File: src/rtl/cc_regwrite_arbiter.sv
// cc_regwrite_arbiter: round-robin arbiter that lets one of three requesters
// (ALU writeback, PC update, IR load) write one register per cycle, using
// active-low write strobes. All outputs are registered, with a latency of 1.
// Optional feature: define CC_REGWRITE_ARBITER_G0_PROTECT_EN to suppress
// writes to g0 (select 0). A suppressed write is still granted, but it drives
// no strobe and pulses the error output instead.
module cc_regwrite_arbiter #(
  parameter int DATAWIDTH_BUS               = 32,
  parameter int DATAWIDTH_DECODER_SELECTION = 4,
  parameter int DATAWIDTH_DECODER_OUT       = 16
) (
  input  logic                                   CC_REGWRITE_ARBITER_CLOCK_50,
  input  logic                                   CC_REGWRITE_ARBITER_RESET_InHigh,
  input  logic [2:0]                             CC_REGWRITE_ARBITER_Req_InBUS,
  input  logic [DATAWIDTH_DECODER_SELECTION-1:0] CC_REGWRITE_ARBITER_Sel0_InBUS,
  input  logic [DATAWIDTH_DECODER_SELECTION-1:0] CC_REGWRITE_ARBITER_Sel1_InBUS,
  input  logic [DATAWIDTH_DECODER_SELECTION-1:0] CC_REGWRITE_ARBITER_Sel2_InBUS,
  input  logic [DATAWIDTH_BUS-1:0]               CC_REGWRITE_ARBITER_Data0_InBUS,
  input  logic [DATAWIDTH_BUS-1:0]               CC_REGWRITE_ARBITER_Data1_InBUS,
  input  logic [DATAWIDTH_BUS-1:0]               CC_REGWRITE_ARBITER_Data2_InBUS,
  output logic [2:0]                             CC_REGWRITE_ARBITER_Grant_OutBUS,
  output logic [DATAWIDTH_DECODER_OUT-1:0]       CC_REGWRITE_ARBITER_Write_OutBUS,
  output logic [DATAWIDTH_BUS-1:0]               CC_REGWRITE_ARBITER_Data_OutBUS,
  output logic                                   CC_REGWRITE_ARBITER_Err_Out
);

  // Highest implemented register: IR at select 13. Selects above it do not exist.
  localparam logic [DATAWIDTH_DECODER_SELECTION-1:0] SEL_MAX =
    DATAWIDTH_DECODER_SELECTION'(13);

  logic                                   clk;
  logic                                   rst;
  logic [2:0]                             req_p0;
  logic [2:0]                             pick_p0;
  logic                                   vld_p0;
  logic [1:0]                             idx_p0;
  logic [2:0]                             oh_p0;
  logic [DATAWIDTH_DECODER_SELECTION-1:0] sel_p0;
  logic [DATAWIDTH_BUS-1:0]               data_p0;
  logic [2:0]                             grant_p1;
  logic [DATAWIDTH_DECODER_OUT-1:0]       write_n_p1;
  logic [DATAWIDTH_BUS-1:0]               data_p1;
  logic                                   err_p1;
  logic [1:0]                             last_q;

  assign clk = CC_REGWRITE_ARBITER_CLOCK_50;
  assign rst = CC_REGWRITE_ARBITER_RESET_InHigh;

  // Round-robin search that starts just after the last granted index.
  // The result is {found, index}.
  function automatic logic [2:0] rr_pick(input logic [2:0] req, input logic [1:0] last);
    logic [1:0] idx;
    logic       found;
    logic [1:0] win;
    idx   = (last == 2'd2) ? 2'd0 : last + 2'd1;
    found = 1'b0;
    win   = 2'd0;
    for (int i = 0; i < 3; i++) begin
      if (!found && req[idx]) begin
        found = 1'b1;
        win   = idx;
      end
      idx = (idx == 2'd2) ? 2'd0 : idx + 2'd1;
    end
    return {found, win};
  endfunction

  // A select is suppressed when it names no register, or when it names the
  // protected g0.
  function automatic logic sel_suppressed(input logic [DATAWIDTH_DECODER_SELECTION-1:0] sel);
`ifdef CC_REGWRITE_ARBITER_G0_PROTECT_EN
    return (sel > SEL_MAX) || (sel == '0);
`else
    return (sel > SEL_MAX);
`endif
  endfunction

  // Active-low one-cold strobe; a suppressed select leaves all strobes high.
  function automatic logic [DATAWIDTH_DECODER_OUT-1:0] strobe_decode(
    input logic [DATAWIDTH_DECODER_SELECTION-1:0] sel);
    logic [DATAWIDTH_DECODER_OUT-1:0] s;
    s = '1;
    if (!sel_suppressed(sel)) s[sel] = 1'b0;
    return s;
  endfunction

  // ---- stage p0: mask the current grant holder, pick a winner, mux its select/data
  // Pick and mux the winning requester for this edge.
  always_comb begin
    req_p0  = CC_REGWRITE_ARBITER_Req_InBUS & ~grant_p1;
    pick_p0 = rr_pick(req_p0, last_q);
    vld_p0  = pick_p0[2];
    idx_p0  = pick_p0[1:0];
    oh_p0   = vld_p0 ? 3'(3'b001 << idx_p0) : 3'b000;
    sel_p0  = CC_REGWRITE_ARBITER_Sel0_InBUS;
    data_p0 = CC_REGWRITE_ARBITER_Data0_InBUS;
    case (idx_p0)
      2'd1: begin
        sel_p0  = CC_REGWRITE_ARBITER_Sel1_InBUS;
        data_p0 = CC_REGWRITE_ARBITER_Data1_InBUS;
      end
      2'd2: begin
        sel_p0  = CC_REGWRITE_ARBITER_Sel2_InBUS;
        data_p0 = CC_REGWRITE_ARBITER_Data2_InBUS;
      end
      default: ;
    endcase
  end

  // ---- stage p1: registered grant/strobe/data/err; the pointer advances on every grant
  // Register the outputs and the round-robin pointer. Reset clears the data
  // as well, so that the reset state of every output is defined.
  always_ff @(posedge clk) begin
    if (rst) begin
      grant_p1   <= 3'b000;
      write_n_p1 <= '1;
      data_p1    <= '0;
      err_p1     <= 1'b0;
      last_q     <= 2'd2;
    end else begin
      grant_p1   <= oh_p0;
      write_n_p1 <= vld_p0 ? strobe_decode(sel_p0) : '1;
      err_p1     <= vld_p0 && sel_suppressed(sel_p0);
      if (vld_p0) begin
        data_p1 <= data_p0;
        last_q  <= idx_p0;
      end
    end
  end

  assign CC_REGWRITE_ARBITER_Grant_OutBUS = grant_p1;
  assign CC_REGWRITE_ARBITER_Write_OutBUS = write_n_p1;
  assign CC_REGWRITE_ARBITER_Data_OutBUS  = data_p1;
  assign CC_REGWRITE_ARBITER_Err_Out      = err_p1;

endmodule

File: config.mk
export PLATFORM = sky130hd
export DESIGN_NAME = cc_regwrite_arbiter
export DESIGN_NICKNAME = d
export VERILOG_FILES = /design/src/rtl/cc_regwrite_arbiter.sv
export SDC_FILE = /design/constraint.sdc
export NUM_CORES = 1
export LEC_CHECK = 0
export CORE_AREA = 2 2 93 95
export DETAILED_ROUTE_END_ITERATION = 12
export DIE_AREA = 0 0 95 97
export HOLD_SLACK_MARGIN = 0.05
export MAX_ROUTING_LAYER = met4
export PLACE_DENSITY_LB_ADDON = 0.05
export SLEW_MARGIN = 20
export SYNTH_ARGS = -nofsm -noshare
export SYNTH_HDL_FRONTEND = slang
export SYNTH_SLANG_ARGS = --single-unit
File: constraint.sdc
create_clock -name CC_REGWRITE_ARBITER_CLOCK_50 -period 3.3 [get_ports CC_REGWRITE_ARBITER_CLOCK_50]
set_input_delay 0.66 -clock CC_REGWRITE_ARBITER_CLOCK_50 [delete_from_list [all_inputs] [get_ports CC_REGWRITE_ARBITER_CLOCK_50]]
set_output_delay 0.66 -clock CC_REGWRITE_ARBITER_CLOCK_50 [all_outputs]
set_load 0.05 [all_outputs]
# --- Word level (Yosys, flattened, before mapping) ---
# Cells that the tools add are included.
op_classes:
  eq_ne: 5
  shifts: 1
  order_cmp: 6
  addsub: 3
  n_bitwise: 4
  reduce_logical: 8
  muxes: 19
op_table:
  columns: ["operator", "count"]
  rows:
  - ["32-bit case mux with 2 select lines", 1]
  - ["16-bit NOT", 1]
  - ["2-bit two-way mux", 6]
  - ["2-bit by 3-bit less-than comparator with 1-bit output, second input constant", 3]
  - ["2-bit equality test, second input constant", 4]
  - ["4-bit case mux with 2 select lines", 1]
  - ["1-bit two-way mux", 7]
  - ["2-bit by 1-bit adder with 2-bit output, second input constant", 3]
  - ["1-bit binary-select mux with 2-bit select", 3]
  - ["4-bit by 5-bit less-than comparator with 1-bit output, second input constant", 1]
  - ["1-bit demux with 4-bit select", 1]
  - ["4-bit by 1-bit >= comparator with 1-bit output, second input constant", 1]
  - ["4-bit greater-than comparator, second input constant", 1]
  - ["1-bit logical AND", 4]
  - ["3-bit AND", 1]
  - ["3-bit NOT", 1]
  - ["3-bit OR reduction", 1]
  - ["1-bit by 2-bit left shift with 3-bit output, first input constant", 1]
  - ["2-bit by 1-bit equality test with 1-bit output, second input constant", 1]
  - ["1-bit zero test", 2]
  - ["2-bit OR reduction", 1]
  - ["1-bit NOT", 1]
word_totals:
  register_bits: 54
  word_cells: 51
  output_inout_bits: 52

# --- Depth between registers and ports, before layout ---
# Gate-level depths: netlist (run 1).
depth:
  depth_word: 18
  depth_mapped: 12

# --- Worst setup path before layout (run 1) ---
# No wires, ideal clock.
synth_path:
  path_kind: "input -> register"
  startpoint: "input CC_REGWRITE_ARBITER_Req_InBUS[1]"
  endpoint: "register write_n_p1[11] (netlist: CC_REGWRITE_ARBITER_Write_OutBUS[11])"
  arrival_ns: 2.551
  setup_ns: 0.125
  t_required_ns: 3.175
  path_slack_ns: 0.623
  cell_stages: 11
  path_buffers: 3
  path_cell_list: "or3b_1 > nor2b_1 > o21ai_1 > inv_1 > ha_1 > buf_2 > buf_6 > buf_2 > o21a_1 > nor2_1 > nand2_1"
synth_between:
  elab_chain_len: 17
synth_rtl:
  columns: ["item", "line", "source"]
  rows:
  - ["from (decl)", "14", "input logic [2:0] CC_REGWRITE_ARBITER_Req_InBUS,"]
  - ["3-bit AND *", "90", "req_p0 = CC_REGWRITE_ARBITER_Req_InBUS & ~grant_p1;"]
  - ["1-bit binary-select mux with 2-bit select", "59", "if (!found && req[idx]) begin"]
  - ["1-bit two-way mux (not written as such)", "59", null]
  - ["1-bit two-way mux", "59", null]
  - ["1-bit zero test", "59", null]
  - ["1-bit logical AND", "59", null]
  - ["1-bit two-way mux", "59", null]
  - ["1-bit zero test", "59", null]
  - ["(+2 left out)", null, null]
  - ["net idx_p0[1]", "36", "logic [1:0] idx_p0;"]
  - ["2-bit equality test or 2-bit by 1-bit equality test with 1-bit output (tied branches)", "97", "case (idx_p0)"]
  - ["4-bit case mux with 2 select lines *", "97", null]
  - ["4-bit by 5-bit less-than comparator with 1-bit output (not written as such) or 4-bit by 1-bit >= comparator with 1-bit output (tied branches)", "83", "if (!sel_suppressed(sel)) s[sel] = 1'b0;"]
  - ["1-bit logical AND (not written as such)", "83", null]
  - ["1-bit two-way mux (not written as such)", "83", null]
  - ["1-bit demux with 4-bit select", "83", null]
  - ["16-bit NOT (no line)", null, null]
  - ["to (signal assigned)", "122", "write_n_p1 <= vld_p0 ? strobe_decode(sel_p0) : '1;"]
  - ["to (decl)", "41", "logic [DATAWIDTH_DECODER_OUT-1:0] write_n_p1;"]
# Mark *: on every way through the listed nets, which the timed path passes. The rest lies on a longest branch. The select of a mux whose other input is x is not followed.
# A chain may end at the register's enable or synchronous reset.

# --- Final worst setup path (run 1) ---
layout_path:
  startpoint: "input CC_REGWRITE_ARBITER_Req_InBUS[1]"
  endpoint: "register write_n_p1[7] (netlist: CC_REGWRITE_ARBITER_Write_OutBUS[7])"
# The elaborated chain is that of the path after synthesis.

==> results of run 1 <==
cell usage in the layout, fill, tap and decap left out, types with 6 or more instances in the layout:
cell and instances:
clkbuf_8 6, dfxtp_1 54, clkdlybuf4s50_1 163, nand3_1 33
a21oi_2 30, nor2_1 8, o211ai_2 30, a221o_1 34
buf_4 13, nand2_1 16
per-stage QoR:
stage               std cells  utilization (%)  area [um^2]
floorplan                 279                -         2780
global placement          531             55.4         4500
detailed placement        531             55.4         4500
CTS                       539             56.5         4600
global route              539             56.5         4600
finish                    539             56.5         4600
kinds of logic after synthesis:
family                     share of synthesized area, %
other                                             0.135
buffers and inverters                              6.62
adders and majority gates                         0.900
and+or+nand+nor                                    13.7
DFF                                                38.9
AOI/OAI and AO/OA                                  39.7
routing by layer:
metal | up-vias | track usage (%)
li1 | 1375 | -
met1 | 1314 | 22.5
met2 | 104 | 33.0
met3 | 10 | 3.35
met4 | 0 | 6.47
met5 | - | -
registers in the layout, summed over array words and instances (netlist names):
name and cells:
CC_REGWRITE_ARBITER_Grant_OutBUS 3, last_q 2, CC_REGWRITE_ARBITER_Err_Out 1, CC_REGWRITE_ARBITER_Data_OutBUS 32, CC_REGWRITE_ARBITER_Write_OutBUS 16
report_power, final:
group          switching, mW  internal, mW
combinational          0.591         0.446
sequential            0.0357         0.725
clock                  0.224         0.169
total                  0.850          1.34
layout make-up:
type / instances / area, um^2
clock buffer: 6 / 82.6
clock inverter: 2 / 12.5
multi-input combinational: 190 / 1520
timing repair buffer: 178 / 1750
inverter: 4 / 15.0
fill: 753 / 3530
sequential: 54 / 1080
tap: 105 / 131
worst register-to-register path, stage by stage (launching register included):
cell and delay (ns):
dfxtp_1 0.34, or3b_1 0.40, nor2b_1 0.14, o21ai_1 0.17, inv_1 0.06, ha_1 0.50, nand2_1 0.09, o21ai_1 0.20
nor3b_1 0.35, nand2_1 0.10
how the worst min path moves through the flow:
stage                                                   start                                  end  slack (ns)  cells after the start
after global routing      CC_REGWRITE_ARBITER_Data_OutBUS[23]  CC_REGWRITE_ARBITER_Data_OutBUS[23]        0.49                      2
after global placement    CC_REGWRITE_ARBITER_Data_OutBUS[18]  CC_REGWRITE_ARBITER_Data_OutBUS[18]        0.45                      2
after floorplan                                     last_q[1]  CC_REGWRITE_ARBITER_Grant_OutBUS[0]        0.55                      2
final                     CC_REGWRITE_ARBITER_Data_OutBUS[18]  CC_REGWRITE_ARBITER_Data_OutBUS[18]        0.47                      2
after CTS                 CC_REGWRITE_ARBITER_Data_OutBUS[18]  CC_REGWRITE_ARBITER_Data_OutBUS[18]        0.47                      2
after detailed placement  CC_REGWRITE_ARBITER_Data_OutBUS[18]  CC_REGWRITE_ARBITER_Data_OutBUS[18]        0.46                      2
==> flow_metrics.py, run 1 <==
metrics = {
    "outcome": {
        "status": "finished, final reports clean",
    },
    "cts": {
        "cts.path.max_buffers": 2,
        "clk_pin_slew_ns": 0.10,
        "hold_buffers": 0,
        "clock-sinks": 54,
        "htreeDepth": 2,
        "cts_setup_buffers": 0,
        "cts_resized": 0,
        "cts_tree": "built",
        "cts-root-buf": "clkbuf_8",
        "clkLatencyLatePin_ns": 0.31,
        "cts_made_buffers": 5,
    },
    "sta": {
        "fin_skew_ns": 0.00934,
        "max_freq_mhz": 343,
        "grt_setup_unrepaired": "false",
        "slew-limit-headroom_pct": 61.6,
        "drv_slew": 0,
        "timing.final.crit_share_pct": 88.4,
        "hold_slack_ns": 0.474,
        "finalHoldViolCount": 0,
        "fin_tns_setup_ns": 0,
        "fin_ws_ns": 0.383,
        "setup_viol": 0,
        "worst_pin_slew_ns": 0.571,
        "period_minus_slack_ns": 2.92,
    },
    "logic_synthesis": {
        "synth.largest_area_cell": "dfxtp_1",
        "syn_avg_cell_area_um2": 10.0,
        "yosysMostFrequentCell": "dfxtp_1",
        "yosys-top-cells-area": "dfxtp_1 (39%), o211ai_2 (14%), a221o_1 (12%)",
        "synth_top_cell_area_share_pct": 38.9,
        "syn_inst": 278,
        "ys_types": 35,
        "synth_common_cells": "dfxtp_1 (54), a221o_1 (34), nand3_1 (33)",
        "synth_flop_cell": "dfxtp_1",
        "ys_ff_latch": 54,
        "synth_enable_flop_cells": 0,
        "ys_seq_area_share_pct": 38.9,
        "async_flop_share_pct": 0,
        "ys.warnings.count": 0,
        "synth.cell_area_um2": 2780,
    },
    "worst_setup_path": {
        "worstSetupPathType": "in2reg",
        "r2r_cells": 9,
        "path_depth": 10,
        "cp_slowest_stage_delay_ns": 0.50,
        "cp_max_fo": 12,
        "rrSetupSlack_ns": 0.83,
        "crit_chain": "clkdlybuf4s50_1, or3b_1, nor2b_1, o21ai_1, inv_1, ha_1, nand2_1, o21ai_1, nor3b_1, nand2_1",
        "required_ns": 3.49,
        "timing.rr.end": "CC_REGWRITE_ARBITER_Write_OutBUS[7]",
        "cp-start-kind": "input port",
        "crit_arrival_ns": 3.11,
        "timing.rr.start": "last_q[0]",
        "crit_path_top_delay_cell": "ha_1",
        "cp-startpoint": "CC_REGWRITE_ARBITER_Req_InBUS[1]",
        "critPathTopFamily": "simple AND/OR/NAND/NOR gates",
        "path_buf_inv": 2,
        "endpoint": "CC_REGWRITE_ARBITER_Write_OutBUS[7]",
        "crit_path_end_kind": "flop",
    },
    "grt": {
        "grt_pass1_vias": 2803,
        "grt-ovfl-total": 0,
        "grt_pass1_wl_um": 13700,
        "antenna_found_initial": 0,
        "track_usage_pct": 19.3,
        "grt_max_degree": 34,
    },
    "routing": {
        "top_layer": "met4",
        "drt_iter0_markers": 64,
        "wl_per_cell_um": 15.9,
        "dr.pass1.iters": 4,
        "num_vias": 2803,
        "wl_met3_um": 526,
        "dr_wl_met2_um": 4360,
        "drt-met1-wl_um": 3550,
        "drc_errors": 0,
        "ant_nets": 0,
        "viasPerCell": 5.20,
        "routed_wl_um": 8570,
    },
    "floorplan": {
        "fp.coreArea_um2": 8130,
        "die-area_um2": 9220,
        "initial_core_util_pct": 34.2,
        "io_pins": 165,
        "row_count": 33,
        "die_x_um": 95,
        "die_h_um": 97,
    },
    "finish": {
        "diodes": 0,
        "syn_to_final_growth_pct": 65.4,
        "num-nets-final": 548,
        "drive_above_1_share_pct": 21.0,
    },
    "power_and_ir_drop": {
        "total_leakage_power_nw": 1.65,
        "power_density_nw_per_um2": 476,
        "finalPower_mw": 2.19,
        "ir_drop_mv": 0.190,
    },
    "min_path": {
        "hold_path_class": "reg2reg",
    },
    "placed_design": {
        "gp_congestion": 0.839,
        "port_buffers": 164,
        "dp_slack_ns": 0.0845,
        "place_hpwl_um": 6330,
    },
    "flow_run": {
        "maxCapViolCount": 0,
    },
}
Power figures use the tool's default switching activity.
==> inputs of run 2 (changes only) <==
Settings changed: CAP_MARGIN set to 25, CTS_CLUSTER_DIAMETER set to 100, GPL_TIMING_DRIVEN set to 0.
==> flow_metrics.py, run 2 (synthesis gave the netlist of run 1 again) <==
metrics = {
    "sta": {
        "setup_viol": 0,
        "fin_ws_ns": 0.191,
        "finalHoldViolCount": 0,
        "max_freq_mhz": 322,
        "worst_pin_slew_ns": 0.727,
        "grt_setup_unrepaired": "true",
        "hold_slack_ns": 0.473,
        "drv_slew": 0,
        "period_minus_slack_ns": 3.11,
        "fin_tns_setup_ns": 0,
        "fin_skew_ns": 0.00779,
        "timing.final.crit_share_pct": 94.2,
        "slew-limit-headroom_pct": 51.5,
    },
    "routing": {
        "drt_iter0_markers": 32,
        "drc_errors": 0,
        "viasPerCell": 5.11,
        "wl_per_cell_um": 16.1,
        "ant_nets": 0,
        "dr.pass1.iters": 4,
        "routed_wl_um": 8930,
        "num_vias": 2841,
    },
    "outcome": {
        "status": "finished, final reports clean",
    },
    "worst_setup_path": {
        "timing.rr.start": "last_q[0]",
        "crit_path_end_kind": "flop",
        "worstSetupPathType": "in2reg",
        "cp_slowest_stage_delay_ns": 0.46,
        "r2r_cells": 12,
        "rrSetupSlack_ns": 0.65,
        "timing.rr.end": "CC_REGWRITE_ARBITER_Write_OutBUS[7]",
        "required_ns": 3.49,
        "path_buf_inv": 5,
        "cp-startpoint": "CC_REGWRITE_ARBITER_Req_InBUS[1]",
        "critPathTopFamily": "buffers and inverters",
        "cp_max_fo": 10,
        "crit_chain": "clkdlybuf4s50_1, or3b_1, nor2b_1, o21ai_1, inv_1, ha_1, buf_2, buf_6, buf_2, nand2_1, o21a_1, nor2_2, nand2_1",
        "crit_path_top_delay_cell": "clkdlybuf4s50_1",
        "cp-start-kind": "input port",
        "crit_arrival_ns": 3.30,
    },
    "cts": {
        "cts.path.max_buffers": 2,
        "clkLatencyLatePin_ns": 0.31,
        "cts-root-buf": "clkbuf_8",
        "cts_setup_buffers": 0,
        "cts_tree": "built",
        "clock-sinks": 54,
        "clk_pin_slew_ns": 0.10,
        "htreeDepth": 2,
        "cts_made_buffers": 5,
    },
    "floorplan": {
        "fp.coreArea_um2": 8130,
        "die_x_um": 95,
        "io_pins": 165,
        "die_h_um": 97,
        "initial_core_util_pct": 34.2,
        "die-area_um2": 9220,
        "row_count": 33,
    },
    "placed_design": {
        "gp_congestion": 0.734,
        "place_inst": 548,
        "port_buffers": 164,
        "placed_area_um2": 4560,
        "place_hpwl_um": 6860,
        "dp_slack_ns": -0.213,
    },
    "finish": {
        "drive_above_1_share_pct": 20.6,
        "largest_reg_flops": 32,
        "syn_to_final_growth_pct": 68.1,
        "final_cell_area_um2": 4670,
        "multi_input_area_um2": 1530,
        "seqCellArea_um2": 1080,
        "num-nets-final": 565,
        "nFillCells": 793,
        "mostFrequentLayoutCells": "clkdlybuf4s50_1 (164), dfxtp_1 (54), a221o_1 (34)",
        "final_cells": 556,
        "utilization_pct": 57.5,
        "diodes": 0,
        "mostFrequentLayoutCell": "clkdlybuf4s50_1",
    },
    "grt": {
        "track_usage_pct": 19.8,
        "grt_pass1_vias": 2873,
        "grt_pass1_wl_um": 14000,
        "grt_max_degree": 17,
        "grt-ovfl-total": 0,
        "antenna_found_initial": 0,
    },
    "min_path": {
        "min_to": "CC_REGWRITE_ARBITER_Data_OutBUS[17]",
        "hold_depth": 2,
        "hp-start": "CC_REGWRITE_ARBITER_Data_OutBUS[17]",
        "hold_path_class": "reg2reg",
    },
    "power_and_ir_drop": {
        "finalPower_mw": 2.26,
        "ir_drop_mv": 0.225,
        "power_density_nw_per_um2": 484,
        "total_leakage_power_nw": 1.69,
    },
    "flow_run": {
        "maxCapViolCount": 0,
    },
}
run 2: cell types whose count changed in the layout (fill, tap and decap cells not counted), moves of 2 or more:
cell / previous run / this run
buf_1: 0 / 3
buf_2: 1 / 12
buf_4: 13 / 0
buf_6: 0 / 5
clkbuf_1: 0 / 11
nor2_1: 8 / 6
nor2_2: 1 / 3
run 2: how the worst max path moves through the flow:
stage	end	slack (ns)	depth (start not counted)
after detailed placement	CC_REGWRITE_ARBITER_Write_OutBUS[7]	-0.21	13
after CTS	CC_REGWRITE_ARBITER_Write_OutBUS[7]	0.11	13
after global placement	CC_REGWRITE_ARBITER_Write_OutBUS[7]	-0.24	13
final	CC_REGWRITE_ARBITER_Write_OutBUS[7]	0.19	13
after floorplan	CC_REGWRITE_ARBITER_Write_OutBUS[11]	0.62	11
after global routing	CC_REGWRITE_ARBITER_Write_OutBUS[1]	-0.02	12
run 2: what timing repair did:
item	in CTS	in global routing
gates resized for setup	0	4
hold endpoints to repair	0	0
hold buffers	0	0
endpoints found under the setup margin	0	11
run 2: cell type report:
type                            count  area share (%)
Tap cell                          105            2.81
Inverter                            4           0.321
Multi-Input combinational cell    190            32.7
Clock inverter                      3           0.857
Sequential cell                    54            23.1
Buffer                             31            3.61
Timing Repair Buffer              164            35.1
Clock buffer                        5            1.47
run 2: layer usage:
metal	vias up	wire length, um	GRT usage [%]
met5	-	0	-
met4	0	76	4.79
met3	6	543	4.13
met2	97	4530	34.9
met1	1327	3770	22.7
li1	1411	-	-
run 2: report_power, final:
group	switching, mW	internal [mW]
Clock	0.227	0.224
Combinational	0.603	0.448
Sequential	0.0359	0.725
Total	0.865	1.40
run 2: tightest hold or removal path: stages, from the launching register on:
cell and delay [ns]:
dfxtp_1 0.32, nand3_1 0.06, a21oi_1 0.05
